--- src/rtl/datapath_sequencer_if.sv ---
// datapath_sequencer_if: program load port, run control, datapath flags and datapath drive
interface datapath_sequencer_if #(
    parameter int AW = 4
);
    logic          load_valid;
    logic          load_ready;
    logic [AW-1:0] load_addr;
    logic [11:0]   load_data;
    logic [AW:0]   prog_len;
    logic          start;
    logic          zero;
    logic          overflow;
    logic [2:0]    alu_control;
    logic [1:0]    addr1;
    logic [1:0]    addr2;
    logic [1:0]    addr3;
    logic          wr;
    logic          busy;
    logic          done;
    logic          err;
    logic [AW:0]   pc;

    modport master (
        output load_valid, load_addr, load_data, prog_len, start, zero, overflow,
        input  load_ready, alu_control, addr1, addr2, addr3, wr, busy, done, err, pc
    );

    modport slave (
        input  load_valid, load_addr, load_data, prog_len, start, zero, overflow,
        output load_ready, alu_control, addr1, addr2, addr3, wr, busy, done, err, pc
    );
endinterface

--- src/rtl/datapath_sequencer.sv ---
// datapath_sequencer: micro-program sequencer driving a 4-register ALU datapath
module datapath_sequencer #(
    parameter int DEPTH       = 16,
    parameter int AW          = $clog2(DEPTH),
    parameter bit STOP_ON_OVF = 1'b1
) (
    input logic                 clk,
    input logic                 rst_n,
    datapath_sequencer_if.slave bus
);
    typedef enum logic [2:0] {IDLE, FETCH, EXEC, DONE, ERR} state_t;

    state_t      state_q, state_d;
    logic [AW:0] pc_q, pc_d;
    logic [AW:0] len_q, len_d;
    logic [11:0] ir_q, ir_d;
    logic [8:0]  last_q, last_d;
    logic        err_q, err_d;
    logic [11:0] mem [DEPTH];
    logic        load_en;
    logic        skip;
    logic [AW:0] pc_next;

    assign load_en = bus.load_valid && bus.load_ready;
    assign skip    = ir_q[1] && bus.zero;
    assign pc_next = pc_q + (AW+1)'(1) + (AW+1)'(skip);

    // program store: written only while idle, contents survive reset
    always_ff @(posedge clk) if (load_en) mem[bus.load_addr] <= bus.load_data;

    // state register plus pc, latched length, instruction and last-driven fields
    always_ff @(posedge clk or negedge rst_n) begin
        if (!rst_n) begin
            state_q <= IDLE;
            pc_q    <= '0;
            len_q   <= '0;
            ir_q    <= '0;
            last_q  <= '0;
            err_q   <= 1'b0;
        end else begin
            state_q <= state_d;
            pc_q    <= pc_d;
            len_q   <= len_d;
            ir_q    <= ir_d;
            last_q  <= last_d;
            err_q   <= err_d;
        end
    end

    // next state: start from idle, fetch, then execute with overflow > halt > step/skip priority
    always_comb begin
        state_d = state_q;
        pc_d    = pc_q;
        len_d   = len_q;
        ir_d    = ir_q;
        last_d  = last_q;
        err_d   = err_q;
        case (state_q)
            IDLE: if (bus.start) begin
                len_d   = bus.prog_len;
                err_d   = 1'b0;
                pc_d    = (bus.prog_len == '0) ? pc_q : '0;
                state_d = (bus.prog_len == '0) ? DONE : FETCH;
            end
            FETCH: begin
                ir_d    = mem[pc_q[AW-1:0]];
                state_d = EXEC;
            end
            EXEC: begin
                last_d = ir_q[11:3];
                if (bus.overflow && STOP_ON_OVF) begin
                    err_d   = 1'b1;
                    state_d = ERR;
                end else if (ir_q[0]) begin
                    state_d = DONE;
                end else begin
                    pc_d    = pc_next;
                    state_d = (pc_next >= len_q) ? DONE : FETCH;
                end
            end
            default: state_d = IDLE;
        endcase
    end

    // outputs: live instruction fields in EXEC, last executed fields elsewhere
    always_comb begin
        {bus.alu_control, bus.addr1, bus.addr2, bus.addr3} = (state_q == EXEC) ? ir_q[11:3] : last_q;
        bus.wr         = (state_q == EXEC) && ir_q[2];
        bus.busy       = (state_q == FETCH) || (state_q == EXEC);
        bus.done       = state_q == DONE;
        bus.err        = err_q;
        bus.pc         = pc_q;
        bus.load_ready = rst_n && (state_q == IDLE);
    end
endmodule

--- src/flat_wrapper.sv ---
// flat-port wrapper written by rule: the top's interface ports become plain ports
module datapath_sequencer_flat 
#(
    parameter int DEPTH       = 16,
    parameter int AW          = $clog2(DEPTH),
    parameter bit STOP_ON_OVF = 1'b1
)
  (clk, rst_n, bus_load_valid, bus_load_addr, bus_load_data, bus_prog_len, bus_start, bus_zero, bus_overflow, bus_load_ready, bus_alu_control, bus_addr1, bus_addr2, bus_addr3, bus_wr, bus_busy, bus_done, bus_err, bus_pc);
  datapath_sequencer_if #(.AW(AW)) bus_i ();
  input logic clk;
  input logic rst_n;
  input wire logic [$bits(bus_i.load_valid)-1:0] bus_load_valid;
  input wire logic [$bits(bus_i.load_addr)-1:0] bus_load_addr;
  input wire logic [$bits(bus_i.load_data)-1:0] bus_load_data;
  input wire logic [$bits(bus_i.prog_len)-1:0] bus_prog_len;
  input wire logic [$bits(bus_i.start)-1:0] bus_start;
  input wire logic [$bits(bus_i.zero)-1:0] bus_zero;
  input wire logic [$bits(bus_i.overflow)-1:0] bus_overflow;
  output wire logic [$bits(bus_i.load_ready)-1:0] bus_load_ready;
  output wire logic [$bits(bus_i.alu_control)-1:0] bus_alu_control;
  output wire logic [$bits(bus_i.addr1)-1:0] bus_addr1;
  output wire logic [$bits(bus_i.addr2)-1:0] bus_addr2;
  output wire logic [$bits(bus_i.addr3)-1:0] bus_addr3;
  output wire logic [$bits(bus_i.wr)-1:0] bus_wr;
  output wire logic [$bits(bus_i.busy)-1:0] bus_busy;
  output wire logic [$bits(bus_i.done)-1:0] bus_done;
  output wire logic [$bits(bus_i.err)-1:0] bus_err;
  output wire logic [$bits(bus_i.pc)-1:0] bus_pc;
  assign bus_i.load_valid = bus_load_valid;
  assign bus_i.load_addr = bus_load_addr;
  assign bus_i.load_data = bus_load_data;
  assign bus_i.prog_len = bus_prog_len;
  assign bus_i.start = bus_start;
  assign bus_i.zero = bus_zero;
  assign bus_i.overflow = bus_overflow;
  assign bus_load_ready = bus_i.load_ready;
  assign bus_alu_control = bus_i.alu_control;
  assign bus_addr1 = bus_i.addr1;
  assign bus_addr2 = bus_i.addr2;
  assign bus_addr3 = bus_i.addr3;
  assign bus_wr = bus_i.wr;
  assign bus_busy = bus_i.busy;
  assign bus_done = bus_i.done;
  assign bus_err = bus_i.err;
  assign bus_pc = bus_i.pc;
  datapath_sequencer #(.DEPTH(DEPTH), .AW(AW), .STOP_ON_OVF(STOP_ON_OVF)) u_core (.clk(clk), .rst_n(rst_n), .bus(bus_i));
endmodule
--- config.mk ---
export PLATFORM = sky130hd
export DESIGN_NAME = datapath_sequencer_flat
export DESIGN_NICKNAME = d
export VERILOG_FILES = /design/src/rtl/datapath_sequencer_if.sv /design/src/rtl/datapath_sequencer.sv /design/src/flat_wrapper.sv
export SDC_FILE = /design/constraint.sdc
export NUM_CORES = 1
export LEC_CHECK = 0
export ABC_AREA = 1
export CORE_ASPECT_RATIO = 0.9
export CORE_MARGIN = 3
export CORE_UTILIZATION = 35
export CTS_CLUSTER_SIZE = 40
export DETAILED_ROUTE_END_ITERATION = 10
export SLEW_MARGIN = 20
export SYNTH_ARGS = -nofsm -noshare
export SYNTH_HDL_FRONTEND = slang
export SYNTH_SLANG_ARGS = --single-unit
--- constraint.sdc ---
create_clock -name clk -period 2.4 [get_ports clk]
set_input_delay 0.24 -clock clk [delete_from_list [all_inputs] [get_ports clk]]
set_output_delay 0.24 -clock clk [all_outputs]
set_load 0.005 [all_outputs]
==> results of run 1 <==
-- per-layer routing --
layer,vias up,GRT usage,wire (um)
li1,3041,-,-
met1,2959,0.2321,10500
met2,188,0.2379,10030
met3,37,0.02104,1303
met4,0,0.03619,439
met5,-,0,0
-- area by class of cell --
type | count | area share
Inverter | 31 | 0.01054
Tap cell | 348 | 0.03861
Timing Repair Buffer | 81 | 0.08177
Multi-Input combinational cell | 562 | 0.2176
Clock buffer | 31 | 0.05370
Sequential cell | 227 | 0.5890
Clock inverter | 10 | 0.008765
-- timing repair --
item                                    in CTS  in global routing
pin swaps                                    1                  1
endpoints found under the hold margin       35                  0
endpoints found under the setup margin      11                 11
resized for setup                            0                  2
buffers inserted                             4                  1
hold buffers                                 1                  0
cloned                                       0                  0
-- registers in the layout (all words and copies together) (netlist names) --
signal          flops
u_core.bus.err      1
u_core.len_q        5
u_core.state_q      3
u_core.bus.pc       5
u_core.last_q       9
u_core.mem        192
u_core.ir_q        12
-- logic make-up (layout without fill, tap and decap cells) --
logic type,after synthesis,count (layout),share of synthesized area
compound gates,40,40,0.02120
xor+xnor,2,2,0.001855
fa+ha+maj,7,7,0.009274
simple gates,513,513,0.2275
buf+inv,71,153,0.03696
flops,227,227,0.7032
-- stage by stage --
stage	power, W	setup slack (ns)	cells	cell area, um2	util
after floorplan	0.006674	0.1907	860	9444	-
after global placement	0.007667	0.09247	1243	10510	0.3999
after detailed placement	0.007713	0.05491	1243	10510	0.3999
after CTS	0.01114	0.07817	1289	11250	0.4282
after global routing	0.01175	0.008699	1290	11280	0.4292
final	0.01107	0.1176	1290	11280	0.4292
-- synthesized netlist by cell type --
cell type  count
inv_2          7
xnor2_1        1
inv_1         24
nor3_1         1
a21oi_1       26
clkbuf_1       6
nor2_4         1
or2_0          1
nor2_1        42
edfxtp_1     192
nor3_4         1
o21ai_1        6
nand3_2        4
ha_1           7
nor3b_4        1
xor2_1         1
nand2_1      349
nand3_4        1
dfrtp_1       35
nand3_1      108
buf_1          2
buf_2         21
buf_4          7
nand2_2        3
buf_6          4
nor2_2         1
o21ai_0        8
-- worst max-delay path by stage --
stage                          to  depth (start not counted)  slack, ns
4_1_cts              bus_addr3[0]                          6       0.08
3_5_place_dp    u_core.state_q[1]                         16       0.05
5_1_grt        bus_alu_control[2]                          6      0.009
2_1_floorplan   u_core.state_q[1]                         18       0.19
3_3_place_gp    u_core.state_q[1]                         16       0.09
6_report       bus_alu_control[2]                          6       0.12
-- power by group through the flow --
stage	sequential (W)	clock, W	combinational, W
2_1_floorplan	0.00474	0	0.00193
3_3_place_gp	0.00478	0	0.00289
3_5_place_dp	0.00479	0	0.00293
4_1_cts	0.00471	0.00346	0.00297
5_1_grt	0.00473	0.00363	0.00338
6_report	0.00471	0.00339	0.00297
-- worst max-delay path, cell delays in order (launching register included) --
cell,delay [ns]
dfrtp_1,0.42
nor3_4,0.23
buf_12,0.14
buf_4,0.11
nand2_1,0.04
nand2_1,0.09
clkdlybuf4s50_1,0.51
==> impl_metrics.toml, run 1 <==
[global_route]
wire_length_of_the_first_global_routing_pass_mm = 34.45
grt_antenna_before_repair = 0
grt_util_all_layers = 0.1541
first_global_vias = 6019
largest_net_degree_at_the_start_of_global_routing = 99
grt_overflow = 0

[pwr]
power.share.combinational = 0.268
p_leak_nw = 4.392
p_int_w = 0.007576
sequentialPowerShare = 0.425
ir_worst_vdd_mv = 0.7045
power.density_nw_per_um2 = 982.1
switching_part_of_the_total = 0.3160
clock_power_share = 0.306
switching_power_w = 0.003499

[setup_path]
critical_setup_path_class = "flop to output pin"
rrSetupSlack_ns = 0.31
cp_data_arrival_time_ns = 2.04
launching_element_of_the_worst_setup_path = "u_core.state_q[0]"
rr_startpoint = "u_core.state_q[2]"
required_ns = 2.16
critPathMaxFanout = 5
ff2ff_path_depth = 6
critPathLaunchType = "flop"
cp-end-kind = "output pin"
regToRegEndpoint = "u_core.mem[8][7]"

[synth]
synth_fp_nets = 894
ys.warnings.count = 0
synth_cell_types = 27
synth_top_cell_area_share = 0.6105
syn_area_per_cell_um2 = 10.98
netlist_top_cells_area = "edfxtp_1 61%, nand2_1 14%, dfrtp_1 9.3%"
netlist.top_cell.by_area = "edfxtp_1"
syn-cell-area_um2 = 9444
ys_seq_area_frac = 0.7032
netlist_instances = 860
synth-seq-cells = 227

[drt]
vias_per_cell = 4.826
wirelength_mm = 22.27
routed_wire_length_per_instance_um = 17.26
drc = 0
antenna_left = 0
num_vias = 6225
drt-pass1-iter-count = 7
detail_route.iter0.violations = 454

[timing]
timing.fmax_ghz = 0.4381
min_period_over_period = 0.9510
final-max-slew-violation-count = 0
finalSetupViolCount = 0
finalHoldWorstSlack_ns = 0.3357
totalNegativeSetupSlack_ns = 0
slew-limit-headroom = 0.5601
worst_pin_slew_ns = 0.6577
report.final.hold_viol_count = 0
rsz_0062_raised_after_global_routing = "no"
timing.final.crit_period_ns = 2.282
clock_skew_ns = 0.01707

[cells_and_area]
final_layout_size_suffix_gt1_frac = 0.09023
nFillCells = 2452
layout-area-overhead-vs-synth_pct = 19.41
seqCellArea_um2 = 6643
layout.cells.most_common = "nand2_1"
final_cell_mix = "349 x nand2_1, 192 x edfxtp_1, 108 x nand3_1"
antenna_cells_inserted = 0
multiInputGateArea_um2 = 2454
final_nets = 960

[min_path]
hold_end = "u_core.len_q[1]"
worst_hold_startpoint = "bus_prog_len[1]"
worstHoldPathType = "input port to flop"
hold_depth = 3

[placement]
gp_congestion = 0.8167
hpwlAfterDp_mm = 13.50
buffer_ports.inserted = 45

[clocking]
htree_levels = 1
tritoncts = "built"
clockBufferDepth = 3
clkLatencyLatePin_ns = 0.51
numCtsBuffers = 23
cts.sink_count = 227
clk_pin_slew_ns = 0.06
clk_root_buffer_cell = "clkbuf_16"

[floorplanning]
start_util = 0.3594
io_pins = 46
die_boundary_width_um = 179.2
placementRows = 56
core_region_area_um2 = 26280
die_area_um2 = 28990
die_height_um = 161.8

[run_status]
run_status = "finished, final reports clean"

[job]
max-cap-violations = 0
Power figures use the tool's default switching activity.
==> run 2: changes to the inputs <==
--- a/config.mk
+++ b/config.mk
@@ -11,6 +11,7 @@
 export CORE_UTILIZATION = 35
 export CTS_CLUSTER_SIZE = 40
 export DETAILED_ROUTE_END_ITERATION = 10
+export RECOVER_POWER = 50
 export SLEW_MARGIN = 20
 export SYNTH_ARGS = -nofsm -noshare
 export SYNTH_HDL_FRONTEND = slang
==> constraint.sdc (replaced) <==
create_clock -name clk -period 2.2 [get_ports clk]
set_input_delay 0.22 -clock clk [delete_from_list [all_inputs] [get_ports clk]]
set_output_delay 0.22 -clock clk [all_outputs]
set_load 0.005 [all_outputs]
==> impl_metrics.toml, run 2 (synthesis results as in run 1) <==
[clocking]
cts.sink_count = 227
clkLatencyLatePin_ns = 0.52
htree_levels = 1
clockBufferDepth = 3
tritoncts = "built"
numCtsBuffers = 23
clk_pin_slew_ns = 0.06
clk_root_buffer_cell = "clkbuf_16"

[min_path]
worstHoldPathType = "input port to flop"

[setup_path]
critPathMaxStageDelay_ns = 0.49
cp.buffers_inverters = 2
standard_cell_with_the_maximum_stage_delay_on_the_critical_path = "clkdlybuf4s50_1"
critPathLaunchType = "flop"
critical_path.cell_chain = "nor3_4 > clkinv_4 > nand2_1 > clkdlybuf4s50_1"
cp_data_arrival_time_ns = 1.92
cpLargestDelayFamily = "buffers and inverters"
critical_setup_path_class = "flop to output pin"
cp-end-kind = "output pin"
required_ns = 1.98
rrSetupSlack_ns = 0.14
critPathMaxFanout = 7

[global_route]
grt_use_met3 = 0.02478
grt_overflow = 0
globalRouteMet2Util = 0.2393
grt_util_all_layers = 0.1619
first_global_vias = 6084
wire_length_of_the_first_global_routing_pass_mm = 35.69
grt_antenna_before_repair = 0
busiest_layer = "met1"
groute.layer.met1.usage = 0.2487
largest_net_degree_at_the_start_of_global_routing = 99

[drt]
antenna_left = 0
drt-pass1-iter-count = 4
vias_per_cell = 4.908
routed_wire_length_per_instance_um = 17.90
drc = 0
num_vias = 6376
wirelength_mm = 23.25
detail_route.iter0.violations = 574

[floorplanning]
io_pins = 46
placementRows = 56
die_boundary_width_um = 179.2
die_area_um2 = 28990
start_util = 0.3594
core_region_area_um2 = 26280
die_height_um = 161.8

[placement]
hpwlAfterDp_mm = 13.69
buffer_ports.inserted = 45
gp_congestion = 0.7935
pre_cts_ws_ns = -0.09852

[timing]
report.final.hold_viol_count = 0
timing.final.crit_period_ns = 2.144
timing.fmax_ghz = 0.4664
final-max-slew-violation-count = 0
finalSetupViolCount = 0
clock_skew_ns = 0.009023
totalNegativeSetupSlack_ns = 0
min_period_over_period = 0.9745
worst_pin_slew_ns = 0.8514
slew-limit-headroom = 0.4324
worst_slack_ns = 0.05614

[cells_and_area]
largest_reg_flops = 192
layout_top_registers = "u_core.mem: 192 flops, u_core.ir_q: 12 flops, u_core.last_q: 9 flops"
registers.top_by_ff_count = "u_core.mem"
final_nets = 969
antenna_cells_inserted = 0
layout-area-overhead-vs-synth_pct = 19.85
final_layout_size_suffix_gt1_frac = 0.1094
nFillCells = 2484
layout.cells.most_common = "nand2_1"
final_cell_mix = "348 x nand2_1, 192 x edfxtp_1, 108 x nand3_1"

[job]
max-cap-violations = 0

[run_status]
run_status = "finished, final reports clean"

[pwr]
ir_worst_vdd_mv = 0.9107
p_leak_nw = 4.472
finalPower_w = 0.01197
power.density_nw_per_um2 = 1058
run 2: cell types whose count changed in the layout (fill, tap and decap cells not counted), sizes merged:
cell | previous run | this run
dlygate4sd2 | 0 | 9
inv | 32 | 31
clkdlybuf4s50 | 44 | 22
clkinv | 7 | 9
buf | 36 | 43
dlygate4sd3 | 1 | 13
clkbuf | 31 | 33
dlymetal6s2s | 0 | 1
bufinv | 2 | 1
run 2: timing repair:
action / in CTS / in global routing
hold endpoints to repair: 35 / 0
setup buffers: 1 / 4
hold buffers: 1 / 0
setup endpoints to repair: 10 / 4
gates resized for setup: 10 / 12
pin swaps: 1 / 2
run 2: layer usage:
metal | vias up | part of all wire | wire length [um]
li1 | 3048 | - | -
met1 | 3080 | 0.48 | 11130
met2 | 213 | 0.43 | 10060
met3 | 35 | 0.067 | 1550
met4 | 0 | 0.022 | 507
met5 | - | 0 | 0
run 2: layout make-up:
type                    count  area (um2)  share of cell area
flip-flops and latches    227        6645              0.5871
multi-input cells         562        2476              0.2188
repair buffers             90       950.9             0.08401
clock buffers              31       609.3             0.05384
well taps                 348       435.4             0.03847
inverters                  31       123.9             0.01094
clock inverters            10       77.57            0.006854
run 2: worst paths after layout:
path | start | to | cells after the start
max | u_core.state_q[0] | bus_busy | 4
min reg2reg | u_core.last_q[3] | u_core.last_q[3] | 2
min in group asynchronous | rst_n | u_core.bus.pc[0] | 3
max reg2reg | u_core.state_q[0] | u_core.mem[11][9] | 8
min | bus_prog_len[0] | u_core.len_q[0] | 3
max in group asynchronous | rst_n | u_core.state_q[0] | 3
run 2: worst register-to-register path: cells and delay by family (launching register included):
family	cells	cell delay [ns]
buffers and inverters	4	0.70
flip-flops	1	0.43
AND/OR/NAND/NOR	4	0.62
run 2: where the power goes:
part	switching [W]	internal [W]	leakage (nW)
combinational	0.00209	0.00111	1.96
clock	0.00157	0.00206	0.344
sequential	0.000166	0.00497	2.17
run 2: per-stage QoR:
step | hold slack [ns] | utilization | std cells | area, um2
after global placement | 0.3181 | 0.4016 | 1252 | 10550
after floorplan | -0.07559 | - | 860 | 9450
after global routing | 0.3209 | 0.4308 | 1299 | 11320
after CTS | 0.2947 | 0.4281 | 1295 | 11250
after detailed placement | 0.3221 | 0.4016 | 1252 | 10550
final | 0.3060 | 0.4308 | 1299 | 11320
